### src/rtl/uart_tx_scheduler.sv
// Round-robin, message-level arbiter sharing one 8N2 UART transmitter between NUM_REQ byte streams.
// Optional mid-message idle timeout is compiled in with `define UART_TX_TIMEOUT_EN.

module uart_tx_sched_lane (
    input  logic       sel,
    input  logic       accepting,
    input  logic       valid,
    input  logic [7:0] data,
    input  logic       last,
    output logic       ready,
    output logic [7:0] dataSel,
    output logic       lastSel
);
    assign ready   = accepting & sel & valid;
    assign dataSel = sel ? data : 8'h00;
    assign lastSel = sel & last;
endmodule

module uart_tx_scheduler #(
    parameter int NUM_REQ        = 4,
    parameter int TIMEOUT_CYCLES = 50000
) (
    input  logic                 FPGA_CLK1_50,
    input  logic                 reset,
    input  logic [NUM_REQ-1:0]   req_valid,
    input  logic [8*NUM_REQ-1:0] req_data,
    input  logic [NUM_REQ-1:0]   req_last,
    output logic [NUM_REQ-1:0]   req_ready,
    output logic [NUM_REQ-1:0]   grant,
    output logic                 TxD_start,
    output logic [7:0]           TxD_data,
    input  logic                 TxD_busy,
    output logic                 timeout
);
    localparam int PW = $clog2(NUM_REQ);

    localparam logic [2:0] IDLE      = 3'd0;
    localparam logic [2:0] ACCEPT    = 3'd1;
    localparam logic [2:0] START     = 3'd2;
    localparam logic [2:0] WAIT_BUSY = 3'd3;
    localparam logic [2:0] WAIT_DONE = 3'd4;

    logic [2:0]               state;
    logic [PW-1:0]            rrPtr, gIdx, pickIdx, nextPtr;
    logic                     pickFound, lastFlag, accepting, accepted, selLast, toFire;
    logic [PW:0]              sum;
    logic [7:0]               selData;
    logic [NUM_REQ-1:0][7:0]  laneDataIn, laneDataSel;
    logic [NUM_REQ-1:0]       laneLastSel;

    assign laneDataIn = req_data;
    assign accepting  = (state == ACCEPT);
    assign accepted   = |req_ready;
    assign selLast    = |laneLastSel;
    assign TxD_start  = (state == START);
    assign nextPtr    = (gIdx == PW'(NUM_REQ-1)) ? '0 : gIdx + 1'b1;

    genvar i;
    generate
        for (i = 0; i < NUM_REQ; i++) begin : g_lane
            uart_tx_sched_lane u_lane (
                .sel      (grant[i]),
                .accepting(accepting),
                .valid    (req_valid[i]),
                .data     (laneDataIn[i]),
                .last     (req_last[i]),
                .ready    (req_ready[i]),
                .dataSel  (laneDataSel[i]),
                .lastSel  (laneLastSel[i])
            );
        end
    endgenerate

    always_comb begin
        selData = '0;
        for (int k = 0; k < NUM_REQ; k++) selData |= laneDataSel[k];
    end

    // Scan from the highest offset down so the lowest offset from rrPtr wins.
    always_comb begin
        pickIdx   = '0;
        pickFound = 1'b0;
        sum       = '0;
        for (int k = NUM_REQ-1; k >= 0; k--) begin
            sum = {1'b0, rrPtr} + (PW+1)'(k);
            if (sum >= (PW+1)'(NUM_REQ)) sum = sum - (PW+1)'(NUM_REQ);
            if (req_valid[sum[PW-1:0]]) begin
                pickIdx   = sum[PW-1:0];
                pickFound = 1'b1;
            end
        end
    end

    always_ff @(posedge FPGA_CLK1_50 or posedge reset) begin
        if (reset) begin
            state    <= IDLE;
            grant    <= '0;
            gIdx     <= '0;
            rrPtr    <= '0;
            TxD_data <= 8'h00;
            lastFlag <= 1'b0;
        end else begin
            case (state)
                IDLE: if (!TxD_busy && pickFound) begin
                    grant <= {{(NUM_REQ-1){1'b0}}, 1'b1} << pickIdx;
                    gIdx  <= pickIdx;
                    state <= ACCEPT;
                end
                ACCEPT: if (toFire) begin
                    grant <= '0;
                    rrPtr <= nextPtr;
                    state <= IDLE;
                end else if (accepted) begin
                    TxD_data <= selData;
                    lastFlag <= selLast;
                    state    <= START;
                end
                START:     state <= WAIT_BUSY;
                WAIT_BUSY: if (TxD_busy) state <= WAIT_DONE;
                WAIT_DONE: if (!TxD_busy) begin
                    if (lastFlag) begin
                        grant <= '0;
                        rrPtr <= nextPtr;
                        state <= IDLE;
                    end else begin
                        state <= ACCEPT;
                    end
                end
                default: state <= IDLE;
            endcase
        end
    end

`ifdef UART_TX_TIMEOUT_EN
    localparam int CW = $clog2(TIMEOUT_CYCLES+1);

    logic [CW-1:0] toCnt;
    logic          midMsg;

    // The first byte of a message may wait forever; only later bytes are timed.
    assign toFire = accepting && midMsg && !req_valid[gIdx] && (toCnt == CW'(TIMEOUT_CYCLES-1));

    always_ff @(posedge FPGA_CLK1_50 or posedge reset) begin
        if (reset) begin
            toCnt   <= '0;
            midMsg  <= 1'b0;
            timeout <= 1'b0;
        end else begin
            timeout <= toFire;
            if (state == IDLE)  midMsg <= 1'b0;
            else if (accepted)  midMsg <= 1'b1;
            if (!accepting || !midMsg || req_valid[gIdx] || toFire) toCnt <= '0;
            else toCnt <= toCnt + 1'b1;
        end
    end
`else
    assign toFire  = 1'b0;
    // Keeps the limit parameter referenced when the timeout is compiled out.
    assign timeout = 1'b0 & (TIMEOUT_CYCLES > 0);
`endif

endmodule
### config.mk
export PLATFORM = sky130hd
export DESIGN_NAME = uart_tx_scheduler
export DESIGN_NICKNAME = d
export VERILOG_FILES = /design/src/rtl/uart_tx_scheduler.sv
export SDC_FILE = /design/constraint.sdc
export NUM_CORES = 1
export LEC_CHECK = 0
export BUFFER_PORTS_ARGS = -buffer_cell sky130_fd_sc_hd__buf_2
export CAP_MARGIN = 20
export CORE_MARGIN = 8
export CORE_UTILIZATION = 40
export CTS_CLUSTER_DIAMETER = 50
export DETAILED_ROUTE_END_ITERATION = 12
export PLACE_DENSITY = 0.71
export SLEW_MARGIN = 15
export SYNTH_ARGS = -nofsm -noshare
export SYNTH_HDL_FRONTEND = slang
export SYNTH_SLANG_ARGS = --single-unit
### constraint.sdc
create_clock -name FPGA_CLK1_50 -period 2.4 [get_ports FPGA_CLK1_50]
set_clock_uncertainty 0.05 [all_clocks]
set_input_delay 0.6 -clock FPGA_CLK1_50 [delete_from_list [all_inputs] [get_ports FPGA_CLK1_50]]
set_output_delay 0.6 -clock FPGA_CLK1_50 [all_outputs]
set_load 0.05 [all_outputs]
* After elaboration in Yosys (flattened, before gate mapping) *
Cells that the tools add are included.

word-level totals
  output and inout port bits = 18
  flip-flop bits (word level) = 20
  word-level logic and storage cells = 95
  bits of input ports = 43

cells by class
  shifts and indexed selects = 1
  add/sub/neg operators = 8
  equality and inequality tests = 10
  $lt $le $gt $ge = 8
  mux-type cells = 35
  bitwise gates (word level) = 16
  reduce and logical (&&, ||, !) cells = 11

operators with widths
  cell                                                 number
  two-way mux 8 bit                                    4
  OR 8 bit                                             3
  two-way mux 2 bit                                    9
  case mux 3 bit (5 select lines)                      1
  AND 1 bit                                            12
  < comparator 2 x 3 -> 1 bit, second input constant   4
  two-way mux 3 bit                                    4
  two-way mux 4 bit                                    3
  != test 2 bit, second input constant                 5
  >= comparator 3 bit, second input constant           3
  two-way mux 1 bit                                    9
  binary-select mux 1 bit (select 2 bit)               4
  case mux 4 bit (2 select lines)                      1
  AND reduction 4 bit                                  2
  OR reduction 4 bit                                   2
  subtractor 2 x 1 -> 2 bit, second input constant     4
  adder 2 x 2 -> 3 bit, second input constant          2
  == test 3 x 2 -> 1 bit, second input constant        2
  AND reduction 2 bit                                  2
  left shift 1 x 2 -> 4 bit, first input constant      1
  adder 2 x 1 -> 3 bit, second input constant          1
  == test 3 x 1 -> 1 bit, second input constant        1
  == test 3 bit, second input constant                 1
  >= comparator 2 x 3 -> 1 bit, second input constant  1
  8 further kinds                                      8

* Depth between registers and ports, before layout *
  word-level depth = 12
  depth in mapped cells = 6
  depth with buffers taken out = 4

* Cells and area by module *
Synthesis repeated with hierarchy kept, for this count alone.

unflattened totals
  cells, all modules = 147
  area total of the unflattened synthesis = 1332.5 um2

modules (own cells, without submodules)
  module              area an instance (um2)  times used  seq. area each (um2)  cells each
  uart_tx_scheduler   1037.2                  1           500.5                 107
  uart_tx_sched_lane  73.8                    4           0.0                   10

* Worst setup path after synthesis *
No wires, ideal clock.

  path kind = reg-to-output
  from = register state[2]
  to = output TxD_start
  data arrival time = 1.524 ns
  buffers on the path = 0
  stages on the path, launching flop included = 2
  data required time = 1.750 ns
  path slack = 0.226 ns
  cells stage by stage = dfrtp_1 nor3_1

on the way
  word-level cells in the longest chain between the ends = 1

RTL lines
  what                      RTL line  source
  start: declaration        43        logic [2:0] state;
  start signal: assignment  96        state <= IDLE;
  start signal: assignment  107       state <= ACCEPT;
  start signal: assignment  112       state <= IDLE;
  == test 3 x 2 -> 1 bit    55        assign TxD_start = (state == START);
  end: declaration          30        output logic TxD_start,

Every way passes these cells.

* Final worst setup path *
  from = register state[2]
  to = output req_ready[2]

on the way
  word-level cells in the longest chain between the ends = 3

RTL lines
  what                    RTL line  source
  == test 3 x 1 -> 1 bit  52        assign accepting = (state == ACCEPT);
  AND 1 bit (2 in a row)  14        assign ready = accepting & sel & valid;
  end: declaration        28        output logic [NUM_REQ-1:0] req_ready,

Every way passes these cells.

==> metrics.cfg <==
[yosys]
ys_warn_count=0
synth.avg_cell_area_um2=9.55
syn_inst=128
synth-compound-area-share=0.307
syn_nets=172
synth.distinct_cells=35
netlist_area_um2=1220
seq_area_frac_synth=0.409
synthSimpleGateAreaFrac=0.141
ys_seq_elements=20
synthMuxAreaShare=0.0276
synthAdderAreaFrac=0.0102
synth_top_family_by_area=compound AO/OA/AOI/OAI gates
synth-xor-area-share=0

[power_and_ir_drop]
power_density_nw_per_um2=1370
ir_worst_vdd_mv=0.502
p_leak_nw=0.711

[floorplanning]
fp.dieH_um=71.3
fp-row-count=20
die_w_um=71.3
initial_core_util=0.411
dieArea_um2=5080
io_pins=61
core_area_um2=2980

[finish]
final_nets=224
area_delta_synth_final_pct=22.5
seqCellArea_um2=500
multi_input_area_um2=601
drive_above_1_share=0.410
fill_cells=298
antennaDiodeCount=0

[clock_network]
clock-sinks=20
cts.repair.resized=0
clock_latency_ns=0.30
hold_buffers=0
cts-buffers-inserted=3
clkSlewWorstSetupHoldPaths_ns=0.11
cts_tree=done
root_buffer=clkbuf_4
htree_levels=1
cts_setup_buffers=0
cts_max_path_buffers=2

[global_route]
grt_start_max_net_pins=21
grt_usage=0.137
grt_antenna_before_repair=0
grt_pass1_vias=1239
gr-total-overflow=0
grt_pass1_wl_mm=5.71

[critical_path]
r2r_cells=3
worst_path_largest_cell_delay_ns=0.47
r2r_setup_slack_ns=0.56
end_kind=output port
crit_slowest_cell=dfrtp_1
worstSetupPathType=reg2out
worstPathRequired_ns=1.75
worstPathArrival_ns=1.62
cp_max_fo=8
reg2reg_to=gIdx[0]
r2r_start=state[2]
cp-start-kind=flop
cp_cell_sequence=or3b_4 -> nor2_1 -> buf_2

[sta]
worst_slack_ns=0.130
fmax_mhz=441
rsz0062_at_grt=no
drv_slew=0
worst_pin_slew_ns=0.735
fin_crit_sh=0.946
period_minus_slack_ns=2.27
setup_viol=0
final-hold-violation-count=0
relSlewSlack=0.510
tns_ns=0

[detailed_routing]
dr_total_vias=1158
drt-total-wl_mm=3.53
ant_nets=0
wl_per_cell_um=16.7
drc_errors=0
dr.pass1.iters=4
vias_per_cell=5.49
drt_iter0_markers=50

[run]
drv_cap=0

[worst_hold_path]
holdCritPathClass=in2async

[place]
place_congestion=0.777
dp_slack_ns=0.388
place_hpwl_mm=2.86
io_buffers=59

[run_status]
status=finished, final reports clean

-- area by class of cell --
class | count | area share
Timing Repair Buffer | 62 | 0.212
Clock buffer | 3 | 0.0150
Tap cell | 33 | 0.0276
Multi-Input combinational cell | 89 | 0.401
Sequential cell | 20 | 0.334
Inverter | 4 | 0.0100
-- per-layer routing --
layer / wire length [um] / vias to the layer above / part of all wire / global-route usage
met2: 1900 / 31 / 0.54 / 0.252
li1: - / 576 / - / -
met5: 0 / - / 0 / 0
met4: 36 / 0 / 0.010 / 0.0393
met1: 1430 / 545 / 0.40 / 0.150
met3: 162 / 6 / 0.046 / 0.0363
-- logic make-up after synthesis --
family / Yosys count
other: 1
AND/OR/NAND/NOR: 36
multiplexers: 3
buffers and inverters: 19
AO/OA/AOI/OAI: 48
adder cells (fa/ha/maj): 1
flip-flops: 20
-- cells in the mapped netlist --
cell type	count	area share
or4_1	1	0.0061
nor2b_1	4	0.020
dfrtp_1	20	0.41
nand4_1	1	0.0051
a41oi_4	1	0.023
a21o_1	2	0.012
a31oi_1	9	0.046
or3b_1	1	0.0072
o32ai_1	1	0.0072
o31ai_1	1	0.0061
clkbuf_1	4	0.012
ha_1	1	0.010
a2bb2oi_1	1	0.0072
nand2b_1	2	0.010
a21oi_1	4	0.016
buf_6	1	0.0092
a21boi_0	1	0.0061
nor2_1	15	0.046
buf_8	1	0.012
nand3_1	2	0.0082
inv_1	4	0.012
a31oi_2	1	0.010
nor3_1	1	0.0041
nor2_2	2	0.010
a22oi_1	18	0.11
a32o_1	4	0.033
o21ai_0	2	0.0082
o32a_1	1	0.0082
a211oi_1	1	0.0061
a211o_1	1	0.0072
nor4_1	1	0.0051
mux2_2	3	0.028
conb_1	1	0.0031
nand2_1	6	0.018
buf_4	9	0.055
-- registers in the layout, summed over array words and instances, names as in the netlist --
| register | count |
|---|---|
| grant | 4 |
| gIdx | 2 |
| rrPtr | 2 |
| lastFlag | 1 |
| TxD_data | 8 |
| state | 3 |
-- worst max-delay path, delay by kind of cell, from the launching register on --
| kind | cells | cell delay, ns |
|---|---|---|
| flops | 1 | 0.47 |
| simple gates | 2 | 0.58 |
| buf+inv | 1 | 0.27 |
-- layout by cell type, fill, tap and decap left out, drive strengths merged --
| cell | netlist | final |
|---|---|---|
| buf | 11 | 62 |
| dfrtp | 20 | 20 |
| a22oi | 18 | 18 |
| nor2 | 17 | 17 |
| a31oi | 10 | 10 |
| nand2 | 6 | 6 |
| inv | 4 | 4 |
| nor2b | 4 | 4 |
| a21oi | 4 | 4 |
| a32o | 4 | 4 |
| mux2 | 3 | 3 |
| clkbuf | 4 | 3 |
| a21o | 2 | 2 |
| nand2b | 2 | 2 |
| nand3 | 2 | 2 |
| o21ai | 2 | 2 |
| nor4 | 1 | 1 |
| or4 | 1 | 1 |
| a211oi | 1 | 1 |
| o32ai | 1 | 1 |
| a211o | 1 | 1 |
| o32a | 1 | 1 |
| or3b | 1 | 1 |
| a41oi | 1 | 1 |
| a21boi | 1 | 1 |
| nand4 | 1 | 1 |
| a2bb2oi | 1 | 1 |
| nor3 | 1 | 1 |
| o31ai | 1 | 1 |
| ha | 1 | 1 |
| conb | 1 | 1 |
-- per-stage QoR --
stage	area, um2	power (W)	util	std cells	hold WS, ns
final	1500	0.00205	0.503	211	0.350
after global routing	1500	0.00219	0.503	211	0.416
after CTS	1500	0.00206	0.502	211	0.388
after detailed placement	1470	0.00190	0.495	208	0.456
after global placement	1470	0.00186	0.495	208	0.435
after floorplan	1220	0.00166	-	128	0.407
-- power by group --
part | total [W] | internal, W | switching, W
Clock | 0.000159 | 0.0000586 | 0.0000999
Combinational | 0.00126 | 0.000413 | 0.000845
Sequential | 0.000637 | 0.000494 | 0.000143
Total | 0.00205 | 0.000966 | 0.00109
-- worst max-delay path by stage --
| stage | cells after the start | startpoint | end | slack (ns) |
|---|---|---|---|---|
| detailed placement | 3 | state[2] | req_ready[0] | 0.39 |
| global route | 3 | state[0] | req_ready[0] | 0.05 |
| CTS | 3 | state[2] | req_ready[0] | 0.04 |
| finish | 3 | state[2] | req_ready[2] | 0.13 |
| global placement | 3 | state[2] | req_ready[2] | 0.44 |
| floorplan | 1 | state[2] | TxD_start | 0.23 |
Power figures use the tool's default switching activity.
